==> config.mk <==
export PLATFORM = sky130hd
export DESIGN_NAME = clock_display_scan
export DESIGN_NICKNAME = d
export VERILOG_FILES = /design/src/rtl/clock_display_pkg.sv /design/src/rtl/bcd_to_seg7.sv /design/src/rtl/clock_display_scan.sv
export SDC_FILE = /design/constraint.sdc
export NUM_CORES = 1
export LEC_CHECK = 0
export CORE_UTILIZATION = 40
export DETAILED_ROUTE_END_ITERATION = 12
export SYNTH_ARGS = -nofsm -noshare
export SYNTH_HDL_FRONTEND = slang
export SYNTH_HIERARCHICAL = 1
export SYNTH_SLANG_ARGS = --single-unit
==> constraint.sdc <==
create_clock -name clk -period 6.1 [get_ports clk]
set_input_delay 1.22 -clock clk [delete_from_list [all_inputs] [get_ports clk]]
set_output_delay 1.22 -clock clk [all_outputs]
set_load 0.005 [all_outputs]
==> src/rtl/clock_display_pkg.sv <==
// Shared constants and types for the multiplexed clock display scanner.
// Segment codes are logical active-high, bit0 = a .. bit6 = g.
package clock_display_pkg;

   localparam logic [6:0] SEG_DIG0  = 7'h3F;
   localparam logic [6:0] SEG_DIG1  = 7'h06;
   localparam logic [6:0] SEG_DIG2  = 7'h5B;
   localparam logic [6:0] SEG_DIG3  = 7'h4F;
   localparam logic [6:0] SEG_DIG4  = 7'h66;
   localparam logic [6:0] SEG_DIG5  = 7'h6D;
   localparam logic [6:0] SEG_DIG6  = 7'h7D;
   localparam logic [6:0] SEG_DIG7  = 7'h07;
   localparam logic [6:0] SEG_DIG8  = 7'h7F;
   localparam logic [6:0] SEG_DIG9  = 7'h6F;
   localparam logic [6:0] SEG_BLANK = 7'h00;

   typedef logic [2:0] digit_idx_t;

   localparam digit_idx_t DIGIT_FIRST = 3'd0;
   localparam digit_idx_t DIGIT_PM    = 3'd0;
   localparam digit_idx_t DIGIT_COLON_MIN  = 3'd2;
   localparam digit_idx_t DIGIT_COLON_HOUR = 3'd4;
   localparam digit_idx_t DIGIT_LAST  = 3'd5;

   typedef enum logic {
      ST_BLANK = 1'b0,
      ST_DRIVE = 1'b1
   } scan_state_t;

endpackage

==> src/rtl/bcd_to_seg7.sv <==
// Combinational BCD to seven-segment decoder, logical active-high output.
// Non-decimal codes (10-15) decode to all segments off.
module bcd_to_seg7
   import clock_display_pkg::*;
(
   input  logic [3:0] bcd,
   output logic [6:0] seg
);

   always_comb begin
      seg = SEG_BLANK;
      case (bcd)
         4'd0:    seg = SEG_DIG0;
         4'd1:    seg = SEG_DIG1;
         4'd2:    seg = SEG_DIG2;
         4'd3:    seg = SEG_DIG3;
         4'd4:    seg = SEG_DIG4;
         4'd5:    seg = SEG_DIG5;
         4'd6:    seg = SEG_DIG6;
         4'd7:    seg = SEG_DIG7;
         4'd8:    seg = SEG_DIG8;
         4'd9:    seg = SEG_DIG9;
         default: seg = SEG_BLANK;
      endcase
   end

endmodule

==> src/rtl/clock_display_scan.sv <==
// Six-digit multiplexed HH:MM:SS display scanner with frame-level snapshot.
// Optional colon blinking is enabled by defining CLOCK_DISPLAY_BLINK_EN.
//
// state    | meaning
// ST_BLANK | first BLANK_CYC cycles of a dwell, all anodes off
// ST_DRIVE | rest of the dwell, an[idx] on with the shadow digit decoded
module clock_display_scan
   import clock_display_pkg::*;
#(
   parameter int CLK_FREQ   = 100000000,
   parameter int DIGIT_HZ   = 1000,
   parameter int BLANK_CYC  = 2,
   parameter int ACTIVE_LOW = 1
)(
   input  logic       clk,
   input  logic       rst,
   input  logic [3:0] sec_units,
   input  logic [3:0] sec_tens,
   input  logic [3:0] min_units,
   input  logic [3:0] min_tens,
   input  logic [3:0] hour_units,
   input  logic [3:0] hour_tens,
   input  logic       is_am,
   output logic [6:0] seg,
   output logic       dp,
   output logic [5:0] an
);

   localparam int DIV = CLK_FREQ / DIGIT_HZ;
   localparam int PW  = $clog2(DIV);
   localparam logic [PW-1:0] PRE_LAST  = PW'(DIV - 1);
   localparam logic [PW-1:0] PRE_BLANK = PW'(BLANK_CYC);
   localparam logic          POL       = (ACTIVE_LOW != 0);

   logic [PW-1:0]   presc;
   digit_idx_t      idx;
   logic            load_pending;
   logic            scan_tick;
   scan_state_t     state;

   logic [5:0][3:0] live_digits;
   logic [5:0][3:0] shadow_digits;
   logic            shadow_am;
   logic [5:0][3:0] view_digits;
   logic            view_am;

   logic [3:0]      cur_digit;
   logic [6:0]      dec_seg;
   logic            colon_on;
   logic [6:0]      seg_next;
   logic            dp_next;
   logic [5:0]      an_next;

   assign live_digits = {hour_tens, hour_units, min_tens, min_units, sec_tens, sec_units};
   assign scan_tick   = (presc == PRE_LAST);
   assign state       = (presc < PRE_BLANK) ? ST_BLANK : ST_DRIVE;

   // The load cycle after reset sees the live inputs so a zero-length blank cannot show stale zeros.
   assign view_digits = load_pending ? live_digits : shadow_digits;
   assign view_am     = load_pending ? is_am : shadow_am;
   assign cur_digit   = view_digits[idx];

   always_ff @(posedge clk) begin
      if (rst) begin
         presc         <= '0;
         idx           <= DIGIT_FIRST;
         load_pending  <= 1'b1;
         shadow_digits <= '0;
         shadow_am     <= 1'b0;
      end else begin
         presc <= scan_tick ? '0 : presc + 1'b1;
         if (scan_tick)
            idx <= (idx == DIGIT_LAST) ? DIGIT_FIRST : idx + 3'd1;
         if (load_pending || (scan_tick && idx == DIGIT_LAST)) begin
            shadow_digits <= live_digits;
            shadow_am     <= is_am;
            load_pending  <= 1'b0;
         end
      end
   end

`ifdef CLOCK_DISPLAY_BLINK_EN
   localparam int HALF = CLK_FREQ / 2;
   localparam int HW   = (HALF > 1) ? $clog2(HALF) : 1;
   localparam logic [HW-1:0] HALF_LAST = HW'(HALF - 1);

   logic [HW-1:0] half_cnt;
   logic          blink_phase;

   always_ff @(posedge clk) begin
      if (rst) begin
         half_cnt    <= HALF_LAST;
         blink_phase <= 1'b0;
      end else if (half_cnt == '0) begin
         half_cnt    <= HALF_LAST;
         blink_phase <= ~blink_phase;
      end else begin
         half_cnt <= half_cnt - 1'b1;
      end
   end

   assign colon_on = ~blink_phase;
`else
   assign colon_on = 1'b1;
`endif

   bcd_to_seg7 u_dec (
      .bcd (cur_digit),
      .seg (dec_seg)
   );

   always_comb begin
      seg_next = SEG_BLANK;
      dp_next  = 1'b0;
      an_next  = '0;
      if (state == ST_DRIVE) begin
         an_next = 6'b000001 << idx;
         if (!(idx == DIGIT_LAST && view_digits[5] == 4'd0))
            seg_next = dec_seg;
         if (idx == DIGIT_PM)
            dp_next = ~view_am;
         else if (idx == DIGIT_COLON_MIN || idx == DIGIT_COLON_HOUR)
            dp_next = colon_on;
      end
   end

   always_ff @(posedge clk) begin
      if (rst) begin
         seg <= {7{POL}};
         dp  <= POL;
         an  <= {6{POL}};
      end else begin
         seg <= seg_next ^ {7{POL}};
         dp  <= dp_next ^ POL;
         an  <= an_next ^ {6{POL}};
      end
   end

endmodule
==> metrics.log <==
[metrics] status: finished clean
[metrics] Leakage Power: 1.431 nW
[metrics] DRC viols: 0
[metrics] most area-consuming cells after synthesis: sky130_fd_sc_hd__dfxtp_1 (39%), sky130_fd_sc_hd__nand2b_1 (11%), sky130_fd_sc_hd__mux2i_1 (9.5%), sky130_fd_sc_hd__mux4_2 (8.8%), sky130_fd_sc_hd__ha_1 (3.3%)
[metrics] detailed-route wire length per cell: 13.81 um
[metrics] final-layout setup total negative slack: 0 ns
[metrics] data arrival time at the worst-slack endpoint: 3.32 ns
[metrics] Clock Tree Root: sky130_fd_sc_hd__clkbuf_8
[metrics] Critical Path Source Type: input pin
[metrics] yosys synthesis warning count: 6
[metrics] maximum resistive drop on vdd: 95.90 uV
[metrics] total number of vias: 2,334
[metrics] library cell occupying the most area in the post-synthesis netlist: sky130_fd_sc_hd__dfxtp_1
[metrics] post-route core utilization: 51.10%
[metrics] Power per Cell Area: 239.6 nW/um^2
[metrics] final-layout fill cell count: 681
[metrics] number of synthesized flops with an enable pin: 0
[metrics] placeable core area: 7331 sq um
[metrics] post-detailed-route count of antenna-violating nets: 0
[metrics] cells on worst reg2reg path: 8
[metrics] DIE AREA: 8021 sq um
[metrics] final slew viol count: 0
[metrics] height of the chip: 89.56 um
[metrics] ratio of final minimum period to clock period: 51.10%
[metrics] HPWL after detailed placement: 4.327 mm
[metrics] Post-Synthesis Cells: 315
[metrics] Reg-to-Reg Start: load_pending$_SDFFE_PP1P_
[metrics] leading cell types in the layout, fill and taps excluded: sky130_fd_sc_hd__dfxtp_1 (60), sky130_fd_sc_hd__nand2b_1 (53), sky130_fd_sc_hd__clkdlybuf4s50_1 (40), sky130_fd_sc_hd__mux2i_1 (29), sky130_fd_sc_hd__nand2_1 (17)
[metrics] Sequential Power Share: 46.8%
[metrics] net count after synthesis: 350
[metrics] synthesis-stage register bit count: 60
[metrics] number of violations of the max-capacitance limit: 0
[metrics] Worst EP required: 6.30 ns
[metrics] number of levels the H-tree was split into: 3
[metrics] most common cell after layout, fill and taps aside: sky130_fd_sc_hd__dfxtp_1
[metrics] number of hold buffers added after cts: 0
[metrics] Clk pin slew, worst setup/hold paths: 0.07 ns
[metrics] Worst path most repeated cell: sky130_fd_sc_hd__inv_1
[metrics] Post-Syn Area per Cell: 9.736 sq um
[metrics] post-DR vias/cell: 5.141
[metrics] Min-Delay Endpoint: shadow_digits[7]$_SDFFE_PP0P_
[metrics] maximum number of buffers from clock root to sink: 2
[metrics] number of cells on the worst hold path: 2
[metrics] setup violators final: 0
[metrics] total gr overflow: 0
[metrics] total clock buffers created by CTS: 9
[metrics] worst-case headroom to the max-slew limit: 30.29%
[metrics] total number of clock tree sinks: 60
[metrics] number of buffers inserted by port buffering: 40
[metrics] sw frac: 23.95%
[metrics] global router's overall resource usage: 17.98%
[metrics] number of nets in the final layout: 385
[metrics] die width: 89.56 um
[metrics] class of the most critical setup path: input pin to flip-flop
[metrics] first-pass GRT wire length: 10.72 mm
[metrics] worst-path cell chain: clkdlybuf4s50_1, mux4_2, mux2i_1, o22ai_1, inv_1, ha_1, inv_1, o21ai_0, nand2_1
[metrics] via count of the first global-routing pass: 2,252
[metrics] share of total power in the clock network: 40.7%
[metrics] Post-CTS Setup Inserts: 0
[metrics] reg2reg setup slack: 3.17 ns
[metrics] share of synthesized flip-flops with an asynchronous set or reset: 0%
[metrics] Crit path largest cell delay: 0.50 ns
[metrics] wire length reported by the detailed router: 6.269 mm
[metrics] Critical Path End Type: flip-flop
[metrics] summed instance area of the synthesized netlist: 3067 sq um
[metrics] hold path startpoint: shadow_digits[7]$_SDFFE_PP0P_
[metrics] skew final: 0.006461 ns
[metrics] CTS-repair resized insts: 0
[metrics] register area share after synthesis: 39.17%
[metrics] I/O pin cnt: 41
[metrics] class of the most critical hold timing path: flip-flop to flip-flop
[metrics] unique cell type count in the Yosys netlist: 40
[metrics] setup repair after global routing missed its margin: false
[metrics] antenna violations before repair: 0
[metrics] fraction of layout cells with a size suffix above 1: 10.99%
[metrics] maximum achievable frequency: 320.8 MHz
[metrics] top flip-flop cell by instance count after synthesis: sky130_fd_sc_hd__dfxtp_1
[metrics] initial DRC count: 110
[metrics] pin count of the biggest net entering global routing: 60
[metrics] Placement Rows: 31
[metrics] Psw: 0.0002150 W
[metrics] CP Max Fanout: 6
[metrics] number of antenna cells inserted: 0
[metrics] crit path time final: 3.117 ns
[metrics] routability congestion estimate from global placement: 0.8149
[metrics] Initial Util: 41.83%
[metrics] drt first pass iters: 4
[metrics] transition time at the pin with the least slew margin: 1.044 ns
[metrics] Internal Power: 0.0006826 W
[metrics] layout-stage area growth over the synthesis result: 22.15%
[metrics] number of hold violations in the final report: 0
[metrics] Crit-path slowest cell: sky130_fd_sc_hd__o22ai_1
[metrics] clock tree from TritonCTS: done
[metrics] Logic pwr share: 12.5%
[metrics] latest clock arrival within the worst-skew pair: 0.34 ns
[metrics] top-area cell type share of the netlist area: 39.17%
[metrics] destination of the worst register-to-register timing path: seg[3]$_SDFF_PP1_
[synth_stat cells (2+ instances only)]
master,number
sky130_fd_sc_hd__nand4_1,9
sky130_fd_sc_hd__o21ai_0,10
sky130_fd_sc_hd__nand2b_1,53
sky130_fd_sc_hd__dfxtp_1,60
sky130_fd_sc_hd__inv_1,13
sky130_fd_sc_hd__nand3_1,8
sky130_fd_sc_hd__or3_1,4
sky130_fd_sc_hd__mux4_2,12
sky130_fd_sc_hd__xor2_1,7
sky130_fd_sc_hd__buf_2,3
sky130_fd_sc_hd__ha_1,8
sky130_fd_sc_hd__nor4_1,2
sky130_fd_sc_hd__a21o_1,2
sky130_fd_sc_hd__mux2i_1,29
sky130_fd_sc_hd__o22ai_1,6
sky130_fd_sc_hd__and2_1,2
sky130_fd_sc_hd__nor2_1,16
sky130_fd_sc_hd__nand2_1,17
sky130_fd_sc_hd__and3_1,3
sky130_fd_sc_hd__xnor2_1,5
sky130_fd_sc_hd__or4_1,3
sky130_fd_sc_hd__and4_1,2
sky130_fd_sc_hd__clkbuf_1,15
sky130_fd_sc_hd__or4_4,2
sky130_fd_sc_hd__a21oi_1,9
[area by class of cell]
| type | instances | area [sq um] | share of cell area [%] |
|---|---|---|---|
| inverters | 13 | 48.80 | 1.303 |
| repair buffers | 42 | 415.4 | 11.09 |
| clock inverters | 4 | 47.55 | 1.269 |
| clock buffers | 12 | 155.1 | 4.142 |
| well taps | 99 | 123.9 | 3.307 |
| flip-flops and latches | 60 | 1201 | 32.06 |
| multi-input cells | 224 | 1754 | 46.83 |
[registers in the layout, summed over array words and instances, names as in the netlist]
signal,flops
seg,7
dp,1
shadow_am,1
idx,3
presc,17
shadow_digits,24
load_pending,1
an,6
[critical path, delay by kind of cell]
family	cells	cell delay, ns
buffers and inverters	3	0.72
adder cells (fa/ha/maj)	1	0.34
multiplexers	2	0.34
AND/OR/NAND/NOR	1	0.06
AO/OA/AOI/OAI	2	0.64
[kinds of logic after synthesis]
kind of cell / Yosys count / synth area share [%]
xor gates and xnor gates: 12 / 3.427
AOI/OAI and AO/OA: 36 / 7.507
muxes: 41 / 18.28
and+or+nand+nor: 127 / 24.44
adders and majority gates: 8 / 3.264
buffers and inverters: 31 / 3.917
DFF: 60 / 39.17
[power groups by stage]
stage                     combinational [W]  clock, W  sequential (W)
final                              0.000113  0.000365        0.000420
after global routing               0.000125  0.000394        0.000423
after CTS                          0.000114  0.000376        0.000420
after detailed placement           0.000113         0        0.000429
after global placement             0.000111         0        0.000429
after floorplan                   0.0000741         0        0.000424
[routing by layer]
metal	vias up	wire length, um	global-route usage (%)
met5	-	0	0
met2	39	2698	27.20
met1	1106	3243	24.26
met3	12	191	3.139
met4	0	136	9.957
li1	1177	-	-
[worst max path at each step]
stage	slack, ns	start	depth (start not counted)	endpoint
floorplan	3.34	sec_units[1]	8	seg[3]$_SDFF_PP1_
CTS	2.99	min_units[1]	9	seg[3]$_SDFF_PP1_
global route	2.76	load_pending$_SDFFE_PP1P_	8	seg[3]$_SDFF_PP1_
finish	2.98	min_units[1]	9	seg[3]$_SDFF_PP1_
detailed placement	2.63	sec_units[1]	9	seg[3]$_SDFF_PP1_
global placement	2.69	sec_units[1]	9	seg[3]$_SDFF_PP1_
[per-stage QoR]
stage	hold WS [ns]	total power [W]	std cells	setup WS, ns	cell area (sq um)
5_1_grt	0.5033	0.0009415	454	2.759	3746
3_5_place_dp	0.4586	0.0005416	438	2.635	3543
2_1_floorplan	0.4255	0.0004980	315	3.335	3067
3_3_place_gp	0.4456	0.0005403	438	2.687	3543
6_report	0.4764	0.0008976	454	2.983	3746
4_1_cts	0.4739	0.0009094	454	2.985	3746
No activity file was read; power rests on OpenSTA's default activity.
==> RTL edit: new RTL, same settings <==
Change the parameter `DIGIT_HZ` from 1000 to 4000.
--- a/src/rtl/clock_display_scan.sv
+++ b/src/rtl/clock_display_scan.sv
@@ -10,3 +10,3 @@
    parameter int CLK_FREQ   = 100000000,
-   parameter int DIGIT_HZ   = 1000,
+   parameter int DIGIT_HZ   = 4000,
    parameter int BLANK_CYC  = 2,
Check against the original RTL: no difference found for any inputs over 10 cycles, from zero or initial values and one cycle with rst high; that may be too few to reach the edited logic, so the function may still have changed.
==> RTL edit against the unedited design <==
- clock skew grew 0.0016 ns
- die area grew 12%
- design area grew 8.4%
- global-route usage grew 1.3 points
- highest routed layer unchanged
- critical endpoint unchanged
- synthesized area grew 13%
- setup slack lost 0.46 ns
- wire length grew 32%
- final cell count grew 23%
- power grew 4.7%
- via count grew 31%
- sequential cell count shrank 2
- maximum frequency shrank 13%
==> RTL edit: results (changes against the unedited design) <==
set qor(worst_ep_arrival_time_ns) 3.79 ;# was 3.32 ns
set qor(hp-start) {presc[0]} ;# was shadow_digits[7]
set qor(layout_cells_sized_above_1_pct) 9.51 ;# was 11.0%
set qor(status) {finished, final reports clean} ;# unchanged
set qor(post_synth_num_cell_types) 47 ;# was 40
set qor(wirelength_routed_mm) 8.27 ;# was 6.27 mm
set qor(critical_path.top_delay_family) {compound AO/OA/AOI/OAI gates} ;# was buffers and inverters
set qor(hpwlAfterDp_mm) 5.18 ;# was 4.33 mm
set qor(power.static_leakage_nw) 1.52 ;# was 1.43 nW
set qor(synth.area.top_cells) {sky130_fd_sc_hd__dfxtp_1, sky130_fd_sc_hd__nand2_1, sky130_fd_sc_hd__nand4b_1} ;# was sky130_fd_sc_hd__dfxtp_1, sky130_fd_sc_hd__nand2b_1, sky130_fd_sc_hd__mux2i_1
set qor(grt_max_degree) 83 ;# was 60
set qor(clock_tree.htree_level_count) 3 ;# unchanged
set qor(grt_pass1_wl_mm) 13.6 ;# was 10.7 mm
set qor(worstHoldPathCells) 1 ;# was 2
set qor(first_global_vias) 2839 ;# was 2,252
set qor(fin_worst_skew_ns) 0.00808 ;# was 0.00646 ns
set qor(finalNetCount) 482 ;# was 385
set qor(min_to) {presc[0]} ;# was shadow_digits[7]
set qor(worst_slew_pin_slew_ns) 1.07 ;# was 1.04 ns
set qor(cp_slowest_stage_delay_ns) 0.64 ;# was 0.50 ns
set qor(setup.reg_to_reg.worst_slack_ns) 2.89 ;# was 3.17 ns
set qor(grt_usage_pct) 19.3 ;# was 18.0%
set qor(yosysMostFrequentCell) {sky130_fd_sc_hd__nand2_1} ;# was sky130_fd_sc_hd__dfxtp_1
set qor(postSynthNetCount) 463 ;# was 350
set qor(antenna_found_initial) 0 ;# unchanged
set qor(synth-seq-area-share_pct) 33.6 ;# was 39.2%
set qor(dr_vias) 3055 ;# was 2,334
set qor(detail_route.iter0.violations) 290 ;# was 110
set qor(synthTopCellsByCount) {sky130_fd_sc_hd__nand2_1, sky130_fd_sc_hd__dfxtp_1, sky130_fd_sc_hd__nor2_1} ;# was sky130_fd_sc_hd__dfxtp_1, sky130_fd_sc_hd__nand2b_1, sky130_fd_sc_hd__mux2i_1
set qor(critical-path-slowest-cell) {sky130_fd_sc_hd__o221ai_1} ;# was sky130_fd_sc_hd__o22ai_1
set qor(gp_routability_congestion) 0.793 ;# was 0.815
set qor(irDropWorstVdd_mv) 0.108 ;# was 0.0959 mV
set qor(biggestRegsByFlops) {shadow_digits (24), presc (15), seg (7)} ;# was shadow_digits (24), presc (17), seg (7)
-- RTL edit: through the flow --
stage / hold slack [ns] / setup slack (ns) / total power [mW] / cells / area (sq um)
floorplan: 0.418 / 3.05 / 0.510 / 428 / 3460
global placement: 0.435 / 2.20 / 0.554 / 541 / 3840
detailed placement: 0.441 / 2.16 / 0.557 / 541 / 3840
CTS: 0.457 / 2.52 / 0.949 / 557 / 4060
global route: 0.500 / 2.37 / 0.982 / 557 / 4060
finish: 0.453 / 2.53 / 0.940 / 557 / 4060
-- RTL edit: routing by layer --
layer	GRT usage [%]	up-vias	routed length, um
met5	0	-	0
met4	5.68	0	81
met3	3.95	10	327
met2	32.4	66	3890
met1	24.9	1431	3970
li1	-	1548	-
-- RTL edit: worst max path at each step --
stage | endpoint | from | cells after the start
final | seg[3] | sec_tens[1] | 9
after global routing | seg[3] | sec_tens[1] | 9
after CTS | seg[3] | sec_tens[1] | 9
after detailed placement | seg[3] | sec_tens[1] | 9
after global placement | seg[3] | sec_tens[1] | 9
after floorplan | seg[3] | min_tens[1] | 8
-- RTL edit: power breakdown --
| group | leakage, nW | switching [mW] | total, mW | internal (mW) |
|---|---|---|---|---|
| logic | 0.928 | 0.0640 | 0.135 | 0.0710 |
| clock network | 0.116 | 0.153 | 0.391 | 0.238 |
| registers | 0.476 | 0.0135 | 0.414 | 0.401 |
| total | 1.52 | 0.230 | 0.940 | 0.710 |
-- RTL edit: cell families after synthesis --
family | share of synthesized area, %
adder cells (fa/ha/maj) | 2.90
XOR/XNOR | 3.55
multiplexers | 9.49
buffers and inverters | 5.97
AO/OA/AOI/OAI | 8.83
AND/OR/NAND/NOR | 35.7
flip-flops | 33.6
-- RTL edit: area by class of cell --
class                   instances  area [sq um]
inverters                       8          30.0
flip-flops and latches         58          1160
multi-input cells             326          2090
repair buffers                 44           425
fillers                       826          4240
clock inverters                 6          80.1
clock buffers                  10           138
well taps                     105           131
